$ cat src/rtl/fpr_writeback.sv
// Writeback stage in front of the 16 x 64-bit FP register file: arbitrates alu results against a
// buffered load FIFO, registers the single write port and tracks pending destinations.
// Optional macro FPR_WB_BYPASS_EN forwards the registered write onto ft_data/fs_data.
module fpr_writeback #(
  parameter int LD_DEPTH   = 4,
  parameter int STARVE_MAX = 3
) (
  input  logic        clk,
  input  logic        rst,
  input  logic        alu_valid,
  output logic        alu_ready,
  input  logic [3:0]  alu_fd,
  input  logic [1:0]  alu_wr,
  input  logic [63:0] alu_data,
  input  logic        ld_valid,
  output logic        ld_ready,
  input  logic [3:0]  ld_fd,
  input  logic [1:0]  ld_wr,
  input  logic [63:0] ld_data,
  input  logic        iss_valid,
  input  logic [3:0]  iss_fd,
  input  logic [3:0]  ft,
  input  logic [3:0]  fs,
  output logic        pend_ft,
  output logic        pend_fs,
  input  logic [63:0] rf_ft,
  input  logic [63:0] rf_fs,
  output logic [63:0] ft_data,
  output logic [63:0] fs_data,
  output logic [1:0]  wr,
  output logic [3:0]  fd,
  output logic [63:0] din
);

  localparam int PW = $clog2(LD_DEPTH);
  localparam int CW = PW + 1;
  localparam int SW = (STARVE_MAX < 1) ? 1 : $clog2(STARVE_MAX + 1);
  localparam logic [CW-1:0] FULL_CNT   = CW'(LD_DEPTH);
  localparam logic [SW-1:0] STARVE_LIM = SW'(STARVE_MAX);

  logic [1:0]    fifo_wr_q   [LD_DEPTH];
  logic [3:0]    fifo_fd_q   [LD_DEPTH];
  logic [63:0]   fifo_data_q [LD_DEPTH];
  logic [PW-1:0] wptr_q, wptr_d, rptr_q, rptr_d;
  logic [CW-1:0] count_q, count_d;
  logic [SW-1:0] starve_q, starve_d;
  logic [1:0]    wr_q, wr_d;
  logic [3:0]    fd_q, fd_d;
  logic [63:0]   din_q, din_d;
  logic [15:0]   pend_q, pend_d;
  logic          fifo_full, fifo_nonempty, force_ld, push, alu_win, ld_win;
  logic          fwd_ft, fwd_fs;

  // Both channels are valid/ready: a transfer happens in a cycle where valid and ready are both
  // high; ready never depends on the same channel's payload, and both readies drop during reset.
  assign fifo_full     = (count_q == FULL_CNT);
  assign fifo_nonempty = (count_q != '0);
  assign force_ld      = fifo_nonempty && (starve_q == STARVE_LIM);
  assign ld_ready      = !rst && !fifo_full;
  assign alu_ready     = !rst && !force_ld;
  assign push          = ld_valid && ld_ready;
  assign alu_win       = alu_valid && alu_ready;
  assign ld_win        = fifo_nonempty && (!alu_valid || force_ld);

  always_comb begin
    wptr_d   = wptr_q;
    rptr_d   = rptr_q;
    count_d  = count_q;
    starve_d = starve_q;
    wr_d     = 2'b00;
    fd_d     = fd_q;
    din_d    = din_q;
    pend_d   = pend_q;
    if (push)   wptr_d = wptr_q + 1'b1;
    if (ld_win) rptr_d = rptr_q + 1'b1;
    case ({push, ld_win})
      2'b10:   count_d = count_q + 1'b1;
      2'b01:   count_d = count_q - 1'b1;
      default: count_d = count_q;
    endcase
    if (!fifo_nonempty || ld_win) begin
      starve_d = '0;
    end else if (alu_win && (starve_q != STARVE_LIM)) begin
      starve_d = starve_q + 1'b1;
    end
    if (alu_win) begin
      wr_d  = alu_wr;
      fd_d  = alu_fd;
      din_d = alu_data;
    end else if (ld_win) begin
      wr_d  = fifo_wr_q[rptr_q];
      fd_d  = fifo_fd_q[rptr_q];
      din_d = fifo_data_q[rptr_q];
    end
    // Clear when the file commits; a same-cycle issue to the same index must win.
    if (wr_q != 2'b00) pend_d[fd_q] = 1'b0;
    if (iss_valid)     pend_d[iss_fd] = 1'b1;
  end

  always_ff @(posedge clk) begin
    if (rst) begin
      wptr_q   <= '0;
      rptr_q   <= '0;
      count_q  <= '0;
      starve_q <= '0;
      wr_q     <= 2'b00;
      fd_q     <= 4'd0;
      din_q    <= 64'd0;
      pend_q   <= 16'd0;
    end else begin
      wptr_q   <= wptr_d;
      rptr_q   <= rptr_d;
      count_q  <= count_d;
      starve_q <= starve_d;
      wr_q     <= wr_d;
      fd_q     <= fd_d;
      din_q    <= din_d;
      pend_q   <= pend_d;
    end
  end

  always_ff @(posedge clk) begin
    if (push) begin
      fifo_wr_q[wptr_q]   <= ld_wr;
      fifo_fd_q[wptr_q]   <= ld_fd;
      fifo_data_q[wptr_q] <= ld_data;
    end
  end

`ifdef FPR_WB_BYPASS_EN
  assign fwd_ft  = (wr_q != 2'b00) && (fd_q == ft);
  assign fwd_fs  = (wr_q != 2'b00) && (fd_q == fs);
  assign ft_data = fwd_ft ? {(wr_q[1] ? din_q[63:32] : rf_ft[63:32]),
                             (wr_q[0] ? din_q[31:0]  : rf_ft[31:0])} : rf_ft;
  assign fs_data = fwd_fs ? {(wr_q[1] ? din_q[63:32] : rf_fs[63:32]),
                             (wr_q[0] ? din_q[31:0]  : rf_fs[31:0])} : rf_fs;
`else
  assign fwd_ft  = 1'b0;
  assign fwd_fs  = 1'b0;
  assign ft_data = rf_ft;
  assign fs_data = rf_fs;
`endif

  assign pend_ft = pend_q[ft] && !fwd_ft;
  assign pend_fs = pend_q[fs] && !fwd_fs;
  assign wr      = wr_q;
  assign fd      = fd_q;
  assign din     = din_q;

endmodule
$ cat config.mk
export PLATFORM = sky130hd
export DESIGN_NAME = fpr_writeback
export DESIGN_NICKNAME = d
export VERILOG_FILES = /design/src/rtl/fpr_writeback.sv
export SDC_FILE = /design/constraint.sdc
export NUM_CORES = 1
export LEC_CHECK = 0
export CORE_ASPECT_RATIO = 2
export CORE_MARGIN = 2
export CORE_UTILIZATION = 43
export DETAILED_ROUTE_END_ITERATION = 12
export GPL_ROUTABILITY_DRIVEN = 0
export PLACE_DENSITY_LB_ADDON = 0.2
export SLEW_MARGIN = 20
export SYNTH_ARGS = -nofsm -noshare
export SYNTH_HDL_FRONTEND = slang
export SYNTH_SLANG_ARGS = --single-unit
$ cat constraint.sdc
create_clock -name clk -period 3.6 [get_ports clk]
set_input_delay 0.9 -clock clk [delete_from_list [all_inputs] [get_ports clk]]
set_output_delay 0.9 -clock clk [all_outputs]
set_load 0.01 [all_outputs]
# Word level (Yosys, flattened, before mapping)
# Memories as Yosys holds them, arrays and structs flattened. A register that Yosys moved wholly into a read port is not among the register bits.
# Cells that the tools add are included.
totals:
  ff_bits: 95
  ramBits: 280
  in_bits: 285
  out_inout_bits: 202
  wordCells: 76
  memories: 3
classes:
  n_addsub: 5
  order_cmp: 6
  eq_ne: 5
  muxes: 25
  bitwise_logic: 3
  reduce_logical: 21
memory_table:
  columns: ["memory", "words", "word_bits", "read_ports", "rd_ports_with_merged_regs", "wr", "line", "rtl"]
  rows:
  - ["fifo_data_q", 4, 64, 1, 1, 1, "43", "logic [63:0] fifo_data_q [LD_DEPTH];"]
  - ["fifo_fd_q", 4, 4, 1, 1, 1, "42", "logic [3:0] fifo_fd_q [LD_DEPTH];"]
  - ["fifo_wr_q", 4, 2, 1, 1, 1, "41", "logic [1:0] fifo_wr_q [LD_DEPTH];"]
ops:
  columns: ["cell", "count"]
  rows:
  - ["64-bit 2-to-1 mux", 2]
  - ["16-bit 2-to-1 mux", 2]
  - ["4-bit by 5-bit < comparator with 1-bit output (second input constant)", 4]
  - ["16-bit AND", 1]
  - ["2-bit 2-to-1 mux", 8]
  - ["16-bit NOT", 1]
  - ["16-bit OR", 1]
  - ["1-bit logical AND", 9]
  - ["1-bit binary-select mux with 4-bit select", 2]
  - ["1-bit demux with 4-bit select", 2]
  - ["4-bit by 1-bit >= comparator with 1-bit output (second input constant)", 2]
  - ["4-bit 2-to-1 mux", 2]
  - ["2-bit by 1-bit adder with 2-bit output (second input constant)", 3]
  - ["1-bit 2-to-1 mux", 6]
  - ["3-bit one-hot mux with 2 select lines", 1]
  - ["2-bit nonzero test", 3]
  - ["1-bit logical NOT", 5]
  - ["2-bit equality test (second input constant)", 2]
  - ["3-bit by 1-bit adder with 3-bit output (second input constant)", 1]
  - ["3-bit equality test (second input constant)", 1]
  - ["3-bit nonzero test", 1]
  - ["3-bit by 1-bit subtractor with 3-bit output (second input constant)", 1]
  - ["2-bit by 1-bit equality test with 1-bit output (second input constant)", 1]
  - ["1-bit logical OR", 2]
  - ["2 further kinds", 2]

# Depth between registers and ports, before layout
# Gate-level depths: netlist of run 1.
depth:
  ltp_word: 9
  mapped_depth: 11
  depth_no_buf: 9

# Worst setup path after synthesis of run 1
# Ideal clock, no wire load.
synth_timing:
  kind: "input -> register"
  from: "input rst"
  to: "memory fifo_data_q[1][0], enable pin"
  setup_ns: 0.436
  arrival_time_ns: 3.160
  required_time_ns: 3.164
  slack_ns: 0.005
  cell_stages: 3
  path_buffers: 1
  path_cell_list: "clkbuf_1 > nor3_1 > and2_1"
synth_between:
  elab_chain_cells: 5
synth_lines:
  columns: ["item", "line", "rtl"]
  rows:
  - ["start, declared", "9", "input logic rst,"]
  - ["1-bit logical NOT", "59", "assign ld_ready = !rst && !fifo_full;"]
  - ["1-bit logical AND", "59", null]
  - ["1-bit logical AND", "61", "assign push = ld_valid && ld_ready;"]
  - ["1-bit 2-to-1 mux", "123", "if (push) begin"]
  - ["1-bit 2-to-1 mux (implied by the code)", "126", "fifo_data_q[wptr_q] <= ld_data;"]
  - ["end, declared", "43", null]
# No other way between the ends.

# Worst setup path in the final report of run 1
layout_timing:
  from: "input ft[1]"
  to: "output pend_ft"
layout_between:
  elab_chain_cells: 2
layout_lines:
  columns: ["item", "line", "rtl"]
  rows:
  - ["start, declared", "22", "input logic [3:0] ft,"]
  - ["1-bit binary-select mux with 4-bit select", "144", "assign pend_ft = pend_q[ft] && !fwd_ft;"]
  - ["1-bit 2-to-1 mux (implied by the code)", "144", null]
  - ["end, declared", "24", "output logic pend_ft,"]
# No other way between the ends. The select of a mux whose other input is x is not followed.

==> reports/qor.txt, run 1 <==
First-pass GRT wire length -> 67,980 um
Synthesized cell area -> 0.01598 sq mm
Final hold violations -> 0
Largest family of logic cells by synthesized area -> multiplexers
Detailed Route WL -> 46,920 um
Worst Min Path Start -> starve_q[0]
Hold path depth -> 1
WL met3 -> 4638 um
Die width -> 140.3 um
Setup CP Type -> in2out
Worst reg2reg endpoint -> count_q[2]
Core Area -> 0.03654 sq mm
CP top delay family -> buffers and inverters
Initial Util -> 0.4372
Worst-skew pair later-pin latency -> 0.53 ns
Worst Hold End -> starve_q[0]
Min cycle time layout -> 3.437 ns
Initial antenna violation count -> 11
Post-synthesis register bit count -> 377
Global route overflow -> 0
Final HPWL DP -> 31,870 um
Synth Instances -> 1,070
Area growth, synth to finish -> 19.89%
Worst Path Buf+Inv -> 2
Max Cap Viol -> 0
RSZ-0062 raised after global routing -> false
Setup Skew -> 0.01151 ns
Arr. time, crit path -> 2.54 ns
Die area -> 0.03881 sq mm
Seq/Total Area, Yosys -> 0.6478
Clk slew on worst S/H paths -> 0.06 ns
Setup TNS -> 0 ns
Vias in the first global route -> 10,319
Cells along the critical path -> clkdlybuf4s50_1 -> mux4_2 -> mux2i_1 -> mux2i_1 -> clkdlybuf4s50_1
Yosys warnings -> 0
CP startpoint kind -> input port
Site row count -> 99
All-Layer GR Usage -> 0.2387
Commonest non-fill, non-tap cell in the layout -> edfxtp_1
Post-synthesis xor/xnor area fraction -> 0.001096
Post-Synth Simple-Gate Area -> 0.06250
Final Slew Violations -> 0
R2R depth -> 10
I/O pins -> 487
Req. time, crit path -> 2.70 ns
Share of cells above drive strength 1 -> 0.1643
Remaining DRCs -> 0
Seq. cell area -> 0.01036 sq mm
Net Count, Synth -> 1,362
Dpl cells -> 1,574
Final setup viols -> 0
H-tree depth -> 2
Finished Layout Cells -> 1,648
Status -> finished clean
DR WL/cell -> 28.47 um
Critical Path End Type -> output port
CTS root buf -> clkbuf_16
Post-synthesis mux area share -> 0.1144
Post-route ant nets -> 0
TritonCTS clock tree -> yes
Starting DRT DRC Count -> 649
DR pass1 iterations -> 6
Post-synthesis compound-gate area fraction -> 0.08380
Die height -> 276.6 um
Crit Path Max Fanout -> 4
PwrDens -> 607.8 mW/mm^2
Most frequent cells in the layout -> 280 x edfxtp_1, 227 x clkdlybuf4s50_1, 95 x dfxtp_1
Slowest stage delay, CP -> 0.59 ns
Slew @ Worst Pin -> 1.107 ns
Synth Area in Adders -> 0.005952
Via count -> 9,748
Hold Path Class -> reg2reg
Reg-to-Reg Start -> count_q[2]
Static Leak -> 0.005970 uW
Syn avg cell area -> 14.93 sq um
Nets -> 1,448
Fill cells -> 2,988
Crit-path slowest cell -> clkdlybuf4s50_1
Via density -> 5.915
Max rail drop VDD -> 0.4518 mV
Metal1 wirelength -> 15,010 um
Uppermost layer routed -> met5
Sink Count -> 377
Fmax -> 291.0 MHz
Multi-input logic area -> 0.004320 sq mm
Flop-to-flop setup slack -> 1.05 ns
Clock buffer depth -> 3
Post-synthesis cell type count -> 39
Met2 WL -> 24,350 um
TritonCTS buffer count -> 34
Fin crit share -> 0.9546
Slew headroom -> 0.2620
Largest net degree at the start of global routing -> 74
IO buf count -> 230
[cells in the mapped netlist]
cell	n	area share
edfxtp_1	280	0.53
buf_4	128	0.060
dfxtp_1	97	0.12
mux4_2	78	0.11
o21ai_0	76	0.024
nand3_1	75	0.023
nor3_1	70	0.022
clkbuf_1	59	0.014
a311oi_1	48	0.026
a21oi_1	24	0.0075
a311oi_2	20	0.019
buf_2	13	0.0041
nand2_1	13	0.0031
buf_1	10	0.0023
nor2_1	9	0.0021
o31ai_1	9	0.0042
inv_1	8	0.0019
ha_1	6	0.0047
mux2i_1	6	0.0038
nand2b_1	6	0.0023
and2_1	4	0.0016
buf_6	3	0.0021
nor2b_1	3	0.0012
o41ai_1	3	0.0016
and3b_1	2	0.0011
nand3b_1	2	0.00094
nor3b_1	2	0.00094
o211ai_1	2	0.00094
or3_1	2	0.00078
or4_1	2	0.00094
xor2_1	2	0.0011
and3_1	1	0.00039
fa_1	1	0.0013
mux2_2	1	0.00070
nor4_1	1	0.00039
nor4b_1	1	0.00055
o31a_1	1	0.00055
or2_1	1	0.00039
or2_2	1	0.00039
[per-stage QoR]
stage | utilization | hold slack [ns] | instance area, sq um | worst slack (ns) | power, uW
global placement | 0.4929 | 0.4147 | 18010 | -0.07205 | 8048
finish | 0.5242 | 0.4373 | 19150 | 0.1634 | 11640
global route | 0.5241 | 0.4650 | 19150 | 0.09605 | 12120
detailed placement | 0.4929 | 0.4273 | 18010 | -0.09212 | 8088
CTS | 0.5233 | 0.4361 | 19120 | 0.1643 | 11770
floorplan | - | 0.4080 | 15980 | 0.004648 | 7007
[what timing repair did]
| action | CTS | global route |
|---|---|---|
| setup buffers | 0 | 0 |
| gates resized for setup | 2 | 0 |
| hold buffers | 0 | 0 |
| endpoints found under the setup margin | 2 | 0 |
[kinds of logic (layout without fill, tap and decap cells)]
| group | Yosys count | after routing |
|---|---|---|
| flops | 377 | 377 |
| buf+inv | 221 | 332 |
| simple gates | 195 | 195 |
| compound gates | 183 | 183 |
| mux | 85 | 85 |
| fa+ha+maj | 7 | 7 |
| xor+xnor | 2 | 2 |
| other cells | 0 | 13 |
[flip-flops by register name, summed over array words and instances, names as in the netlist, named ones only]
| register | cells |
|---|---|
| fifo_data_q | 256 |
| fifo_fd_q | 16 |
| wr | 2 |
| fifo_wr_q | 8 |
| pend_q | 16 |
| starve_q | 2 |
| wptr_q | 2 |
| fd | 4 |
| rptr_q | 2 |
| count_q | 3 |
| din | 64 |
[where the power goes]
part | internal, uW | switching, uW
logic | 1230 | 1490
clock network | 2100 | 1590
registers | 4990 | 243
[layout make-up]
type                       instances  share of cell area
inverter                           8            0.001568
clock buffer                      53             0.05304
sequential                       377              0.5407
tap                              454             0.02966
multi-input combinational        472              0.2256
clock inverter                     8            0.005095
antenna                           13            0.001698
timing repair buffer             263              0.1427
[worst max-delay path by stage]
| stage | end | cells after the start | from | slack [ns] |
|---|---|---|---|---|
| after global routing | pend_ft | 5 | ft[0] | 0.1 |
| after floorplan | fifo_data_q[1][0] | 3 | rst | 0.005 |
| final | pend_ft | 5 | ft[1] | 0.16 |
| after global placement | pend_fs | 5 | fs[0] | -0.07 |
| after CTS | pend_ft | 5 | ft[1] | 0.16 |
| after detailed placement | pend_ft | 5 | ft[0] | -0.09 |
[layer usage]
layer  up-vias  GRT usage
met5         -    0.01027
met2       424     0.4094
met4         2     0.1588
met1      4918     0.2394
li1       4254          -
met3       150    0.08698
Note: power is estimated with default switching activity, not from simulation.
==> inputs of run 2 (changes only) <==
CTS_CLUSTER_SIZE = 20   (was unset)
==> results of run 2 <==
Same layout as run 1: the final DEF is identical, and so are final timing and power.
